$ cat src/rtl/cpeta_adder.sv
// -----------------------------------------------------------------------------
// cpeta_adder
//
// Registered N-bit carry-predicting error-tolerant approximate adder.
//
// The sum is split in two parts that are evaluated in parallel:
//   * Lower K bits: error-tolerant, no carry chain. Scanning from bit K-1 down,
//     every bit above the first position where A and B are both 1 is the plain
//     XOR of the operands. That position and every bit below it are forced to 1.
//     If no such position exists, the lower part is the exact XOR.
//   * Upper N-K bits: exact addition of A[N-1:K] + B[N-1:K] plus a carry that
//     is predicted from bit K-1 alone (A[K-1] & B[K-1]). The carry-out is
//     dropped, so the result wraps modulo 2^N.
//
// One cycle of latency, one operation per cycle, no backpressure.
//
// Parameters:
//   N  operand / sum width, N >= 2
//   K  width of the approximate lower part, 1 <= K <= N-1
//
// Ports:
//   clk        rising-edge clock
//   rst_n      asynchronous active-low reset (clears sum and out_valid)
//   in_valid   A/B carry a valid operation this cycle
//   A, B       unsigned operands, N bits
//   sum        registered approximate sum, N bits (held while in_valid is low)
//   out_valid  sum holds the result of the operation captured on the last edge
// -----------------------------------------------------------------------------
module cpeta_adder #(
  parameter int N = 16,
  parameter int K = 9
) (
  input  logic         clk,
  input  logic         rst_n,
  input  logic         in_valid,
  input  logic [N-1:0] A,
  input  logic [N-1:0] B,
  output logic [N-1:0] sum,
  output logic         out_valid
);

  // Reject illegal geometries at elaboration time.
  generate
    if (N < 2) begin : gen_bad_n
      $error("cpeta_adder: N must be at least 2");
    end
    if (K < 1 || K > N - 1) begin : gen_bad_k
      $error("cpeta_adder: K must satisfy 1 <= K <= N-1");
    end
  endgenerate

  // ---------------------------------------------------------------------------
  // Lower part
  // ---------------------------------------------------------------------------
  logic [K-1:0] gen_bit;    // both operand bits set at this position
  logic [K-1:0] prop_bit;   // plain XOR of the operand bits
  logic [K:0]   hit_chain;  // 1 when a generate was seen at this bit or above
  logic [K-1:0] lsum_next;

  assign gen_bit  = A[K-1:0] & B[K-1:0];
  assign prop_bit = A[K-1:0] ^ B[K-1:0];

  // Nothing lies above bit K-1 within the lower part.
  assign hit_chain[K] = 1'b0;

  // The "seen a generate" flag flows downward from the MSB of the lower part.
  // It is an OR prefix, not a carry: no bit's value depends on a lower bit.
  generate
    for (genvar gi = 0; gi < K; gi++) begin : gen_lower
      assign hit_chain[gi] = hit_chain[gi+1] | gen_bit[gi];
      // Once the first generate is reached, this bit and all below it are 1;
      // above it the bit is the XOR. hit | xor covers both cases.
      assign lsum_next[gi] = hit_chain[gi] | prop_bit[gi];
    end
  endgenerate

  // ---------------------------------------------------------------------------
  // Carry prediction and upper part
  // ---------------------------------------------------------------------------
  // Predicted carry looks only at bit K-1; lower bits never ripple upward.
  logic cp;
  assign cp = A[K-1] & B[K-1];

  logic [N-K-1:0] a_hi;
  logic [N-K-1:0] b_hi;
  logic [N-K-1:0] cp_ext;
  logic [N-K-1:0] usum_next;

  assign a_hi = A[N-1:K];
  assign b_hi = B[N-1:K];

  // Zero-extend cp without a replication, which would be zero-width when
  // the upper part is a single bit.
  always_comb begin
    cp_ext    = '0;
    cp_ext[0] = cp;
  end

  // Same-width addition truncates the carry-out, giving the modulo-2^N wrap.
  assign usum_next = a_hi + b_hi + cp_ext;

  logic [N-1:0] sum_next;
  assign sum_next = {usum_next, lsum_next};

  // ---------------------------------------------------------------------------
  // Output registers
  // ---------------------------------------------------------------------------
  logic [N-1:0] sum_reg;
  logic         out_valid_reg;

  always_ff @(posedge clk or negedge rst_n) begin
    if (!rst_n) begin
      sum_reg       <= '0;
      out_valid_reg <= 1'b0;
    end else begin
      out_valid_reg <= in_valid;
      // sum only updates on a valid operation; otherwise it holds.
      if (in_valid) begin
        sum_reg <= sum_next;
      end
    end
  end

  assign sum       = sum_reg;
  assign out_valid = out_valid_reg;

endmodule

$ cat config.mk
export PLATFORM = sky130hd
export DESIGN_NAME = cpeta_adder
export DESIGN_NICKNAME = d
export VERILOG_FILES = /design/src/rtl/cpeta_adder.sv
export SDC_FILE = /design/constraint.sdc
export NUM_CORES = 1
export LEC_CHECK = 0
export ABC_AREA = 1
export ABC_CLOCK_PERIOD_IN_PS = 1880
export CAP_MARGIN = 15
export CORE_MARGIN = 3
export CORE_UTILIZATION = 25
export CTS_CLUSTER_DIAMETER = 40
export DETAILED_ROUTE_END_ITERATION = 10
export PLACE_DENSITY_LB_ADDON = 0.15
export SYNTH_ARGS = -nofsm -noshare
export SYNTH_HDL_FRONTEND = slang
export SYNTH_SLANG_ARGS = --single-unit
$ cat constraint.sdc
create_clock -name clk -period 1.88 [get_ports clk]
set_clock_uncertainty 0.05 [all_clocks]
set_input_delay 0.47 -clock clk [delete_from_list [all_inputs] [get_ports clk]]
set_output_delay 0.47 -clock clk [all_outputs]
set_load 0.05 [all_outputs]
### Word level (Yosys, flattened, before mapping)

Index checks and enable logic that the tools add are counted.

* add/subtract/negate cells: 2
* bitwise logic cells: 20

Operator list (number)
* $or A1 B1 Y1: 17
* $and A9 B9 Y9: 1
* $xor A9 B9 Y9: 1
* $add A7 B1 Y7: 1
* $add A7 B7 Y7: 1
* $and A1 B1 Y1: 1

* register bits: 17
* logic and storage cells: 24

### Logic depth before layout (Yosys ltp)

* depth after elaboration: 10
* depth in mapped cells: 11

### Worst setup path after synthesis

Ideal clock, no wire load.

* path type: input port to flip-flop
* start: input port A[8]
* end: register sum_reg[15], in the netlist sum[15]
* data arrival time: 1582 ps
* slack: 131 ps
* stages: 11
* cell sequence: nand2_1 inv_1 fa_1 inv_1 fa_1 inv_1 nand4_1 nand3_1 nand2_1 nand3_1 nand2_1

* cells in the longest elaborated chain, start to end: 2

Ends and longest elaborated chain
* start, declared: RTL line 36 `input logic [N-1:0] A,`
* $and A1 B1 Y1: RTL line 82 `assign cp = A[K-1] & B[K-1];`
* $add A7 B1 Y7: RTL line 100 `assign usum_next = a_hi + b_hi + cp_ext;`
* end signal, assigned: RTL line 119 `sum_reg <= sum_next;`
* end, declared: RTL line 108 `logic [N-1:0] sum_reg;`

Every way passes these cells.
A chain may end at the register's enable or synchronous reset.

### Final worst setup path

* start: input port B[8]
* end: register sum_reg[13], in the netlist sum[13]

* cells in the longest elaborated chain, start to end: 2

Ends and longest elaborated chain
* start, declared: RTL line 37 `input logic [N-1:0] B,`
* $and A1 B1 Y1: RTL line 82
* $add A7 B1 Y7: RTL line 100

Every way passes these cells.

==> metrics.csv <==
metric;value;unit
Clock Sinks;17;
H-tree lvl count;1;
number of I/O port buffers;51;
pre-CTS setup slack;-0.486;ns
Post-DRT Antenna Nets;0;
Routed wire per std cell;11.2;um
CP endpoint kind;flip-flop;
grt total ovfl;0;
routability cong.;0.818;
Mapped Cells;134;
Root Buffer;clkbuf_8;
Mean Syn Cell Area;8.05;um2
top_reg_cell synth;dfrtp_1;
Post-Layout Cell Count;250;
post-synthesis sequential area ratio;39.4;%
die height;71.7;um
RR Startpoint;sum[4];
fmax;0.567;GHz
final antenna diode count;0;
VDD IR-drop max;0.000234;V
chip width;71.7;um
Worst setup SP type;primary input;
Synth cell types;19;
TNS Setup;0;ns
clk buf depth;2;
nets;251;
Async SR Flop Fraction;100;%
Total Routing Usage GR;11.7;%
I/O pins;52;
DP HPWL;2200;um
# rows;23;
worst path required time;1.95;ns
Initial Util;26.4;%
Leakage Power;0.848;nW
max-cap violations;0;
Synthesis Warnings;0;
Multi-input gate area;581;um2
CTS tree;done;
Crit path arrival time;1.84;ns
setup ws final;0.115;ns
Post-CTS Hold Buffers;0;
min Tclk post-route;1.77;ns
initial antenna violation count;0;
status;complete, no violations;
final setup fails;0;
HP Start;sum[9];
pin count of the biggest net entering global routing;19;
area leader, netlist;dfrtp_1;
Yosys reg bits;17;
maximum fanout along the worst path;3;
DRC viols;0;
worst skew pair latency;0.25;ns
die area;5140;um2
Avg Vias per Cell;4.28;
TritonRoute pass-1 iters;4;
max FFs per register;16;
fin. max-slew vios;0;
slew at the pin closest to its max-slew limit;0.311;ns
Detailed Route WL;2790;um
share of cells above drive strength 1;21.5;%
Filler cells;407;
initial drt markers;23;
top cells by count, synth;nand2_1, inv_1, dfrtp_1, nor2_1, ha_1;
Post-Syn Nets;184;
crit share post-route;93.9;%
most frequent cell after synthesis;nand2_1;
Max transition margin;79.2;%
Storage cell area;425;um2
core area;4090;um2
DR vias;1071;
total power;1.18;mW
EDFF count, synth;0;
WS Path Type;in2reg;
Layout area overhead;62.4;%
final hold violations;0;
Synth Cell Area;1080;um2
Area contributors post-synth;dfrtp_1, ha_1, nand2_1;
first-pass GRT wire length;4950;um
Clock Pin Slew Worst Setup and Hold Paths;0.06;ns
Hold Path Class;reg2reg;
PD cells;674;nW/um2
total CTS buffers;3;
area share of the largest cell type after synthesis;39.4;%
crit path from;B[8];
Util after Layout;42.9;%
Placed Cells;245;
vias in the first global route;1167;
## per-stage QoR
stage / instance area (um2) / hold slack (ns)
final: 1750 / 0.428
after global routing: 1750 / 0.457
after CTS: 1740 / 0.432
after detailed placement: 1690 / 0.416
after global placement: 1690 / 0.410
after floorplan: 1080 / 0.124
## report_power, final
group          leakage (nW)  internal (mW)  switching, mW
clock                0.0255          0.147          0.119
combinational         0.637          0.199          0.288
sequential            0.185          0.407         0.0213
## layout make-up
cell class | count | area share (%)
clock buffer | 3 | 2.36
clock inverter | 1 | 0.286
inverter | 20 | 4.29
multi-input combinational | 95 | 33.1
sequential | 17 | 24.3
tap | 50 | 3.57
timing repair buffer | 64 | 32.1
## layout by cell type (no fill, tap or decap)
cell              n
nand2_1          28
a31oi_1           1
nor2_1           17
nand2_2           1
fa_2              2
nand3_2           1
or2_0             1
nand4_1           6
xnor2_1           2
buf_4            30
inv_1            16
clkdlybuf4s50_1  30
inv_2             4
ha_1             13
o21ai_0           6
clkdlybuf4s15_1   1
nand3_1           7
nor2_2            1
nor3_1            1
a41oi_1           1
dlygate4sd2_1     3
a21oi_1           4
dfrtp_1          17
clkinv_2          1
clkbuf_8          3
o21ai_1           3
## repair_timing
item                       in CTS  in global routing
pin swaps                       5                  4
buffers inserted                1                  0
resized for setup               9                  4
setup endpoints to repair       4                  3
## final timing paths
| path | endpoint | slack [ns] | depth (start not counted) |
|---|---|---|---|
| worst min register to register | sum[9] | 0.43 | 2 |
| worst min-delay path | sum[9] | 0.43 | 2 |
| min in group asynchronous | sum[8] | 0.50 | 2 |
| max in group asynchronous | sum[14] | 1.09 | 2 |
| worst max-delay path | sum[13] | 0.11 | 11 |
| worst max register to register | sum[4] | 1.11 | 2 |
## cells by family after synthesis
| group | Yosys count | synth area share [%] |
|---|---|---|
| AND/OR/NAND/NOR | 63 | 24.8 |
| buffers and inverters | 22 | 7.89 |
| flip-flops | 17 | 39.4 |
| AO/OA/AOI/OAI | 15 | 7.42 |
| adder cells (fa/ha/maj) | 15 | 18.8 |
| XOR/XNOR | 2 | 1.62 |
## critical path, cell delays in order
cell and delay, ns:
dlygate4sd2_1 0.25, nand2_2 0.07, inv_2 0.04, fa_2 0.35, inv_2 0.08, fa_2 0.19
inv_2 0.04, nand3_1 0.07, nand3_2 0.07, xnor2_1 0.14, o21ai_1 0.07
## routing by layer
metal | global-route usage, % | up-vias | wire length [um]
li1 | - | 566 | -
met1 | 13.6 | 467 | 1210
met5 | 0 | - | 0
met4 | 4.38 | 0 | 29
met3 | 2.10 | 2 | 223
met2 | 21.2 | 36 | 1320
Note: power is estimated with default switching activity, not from simulation.
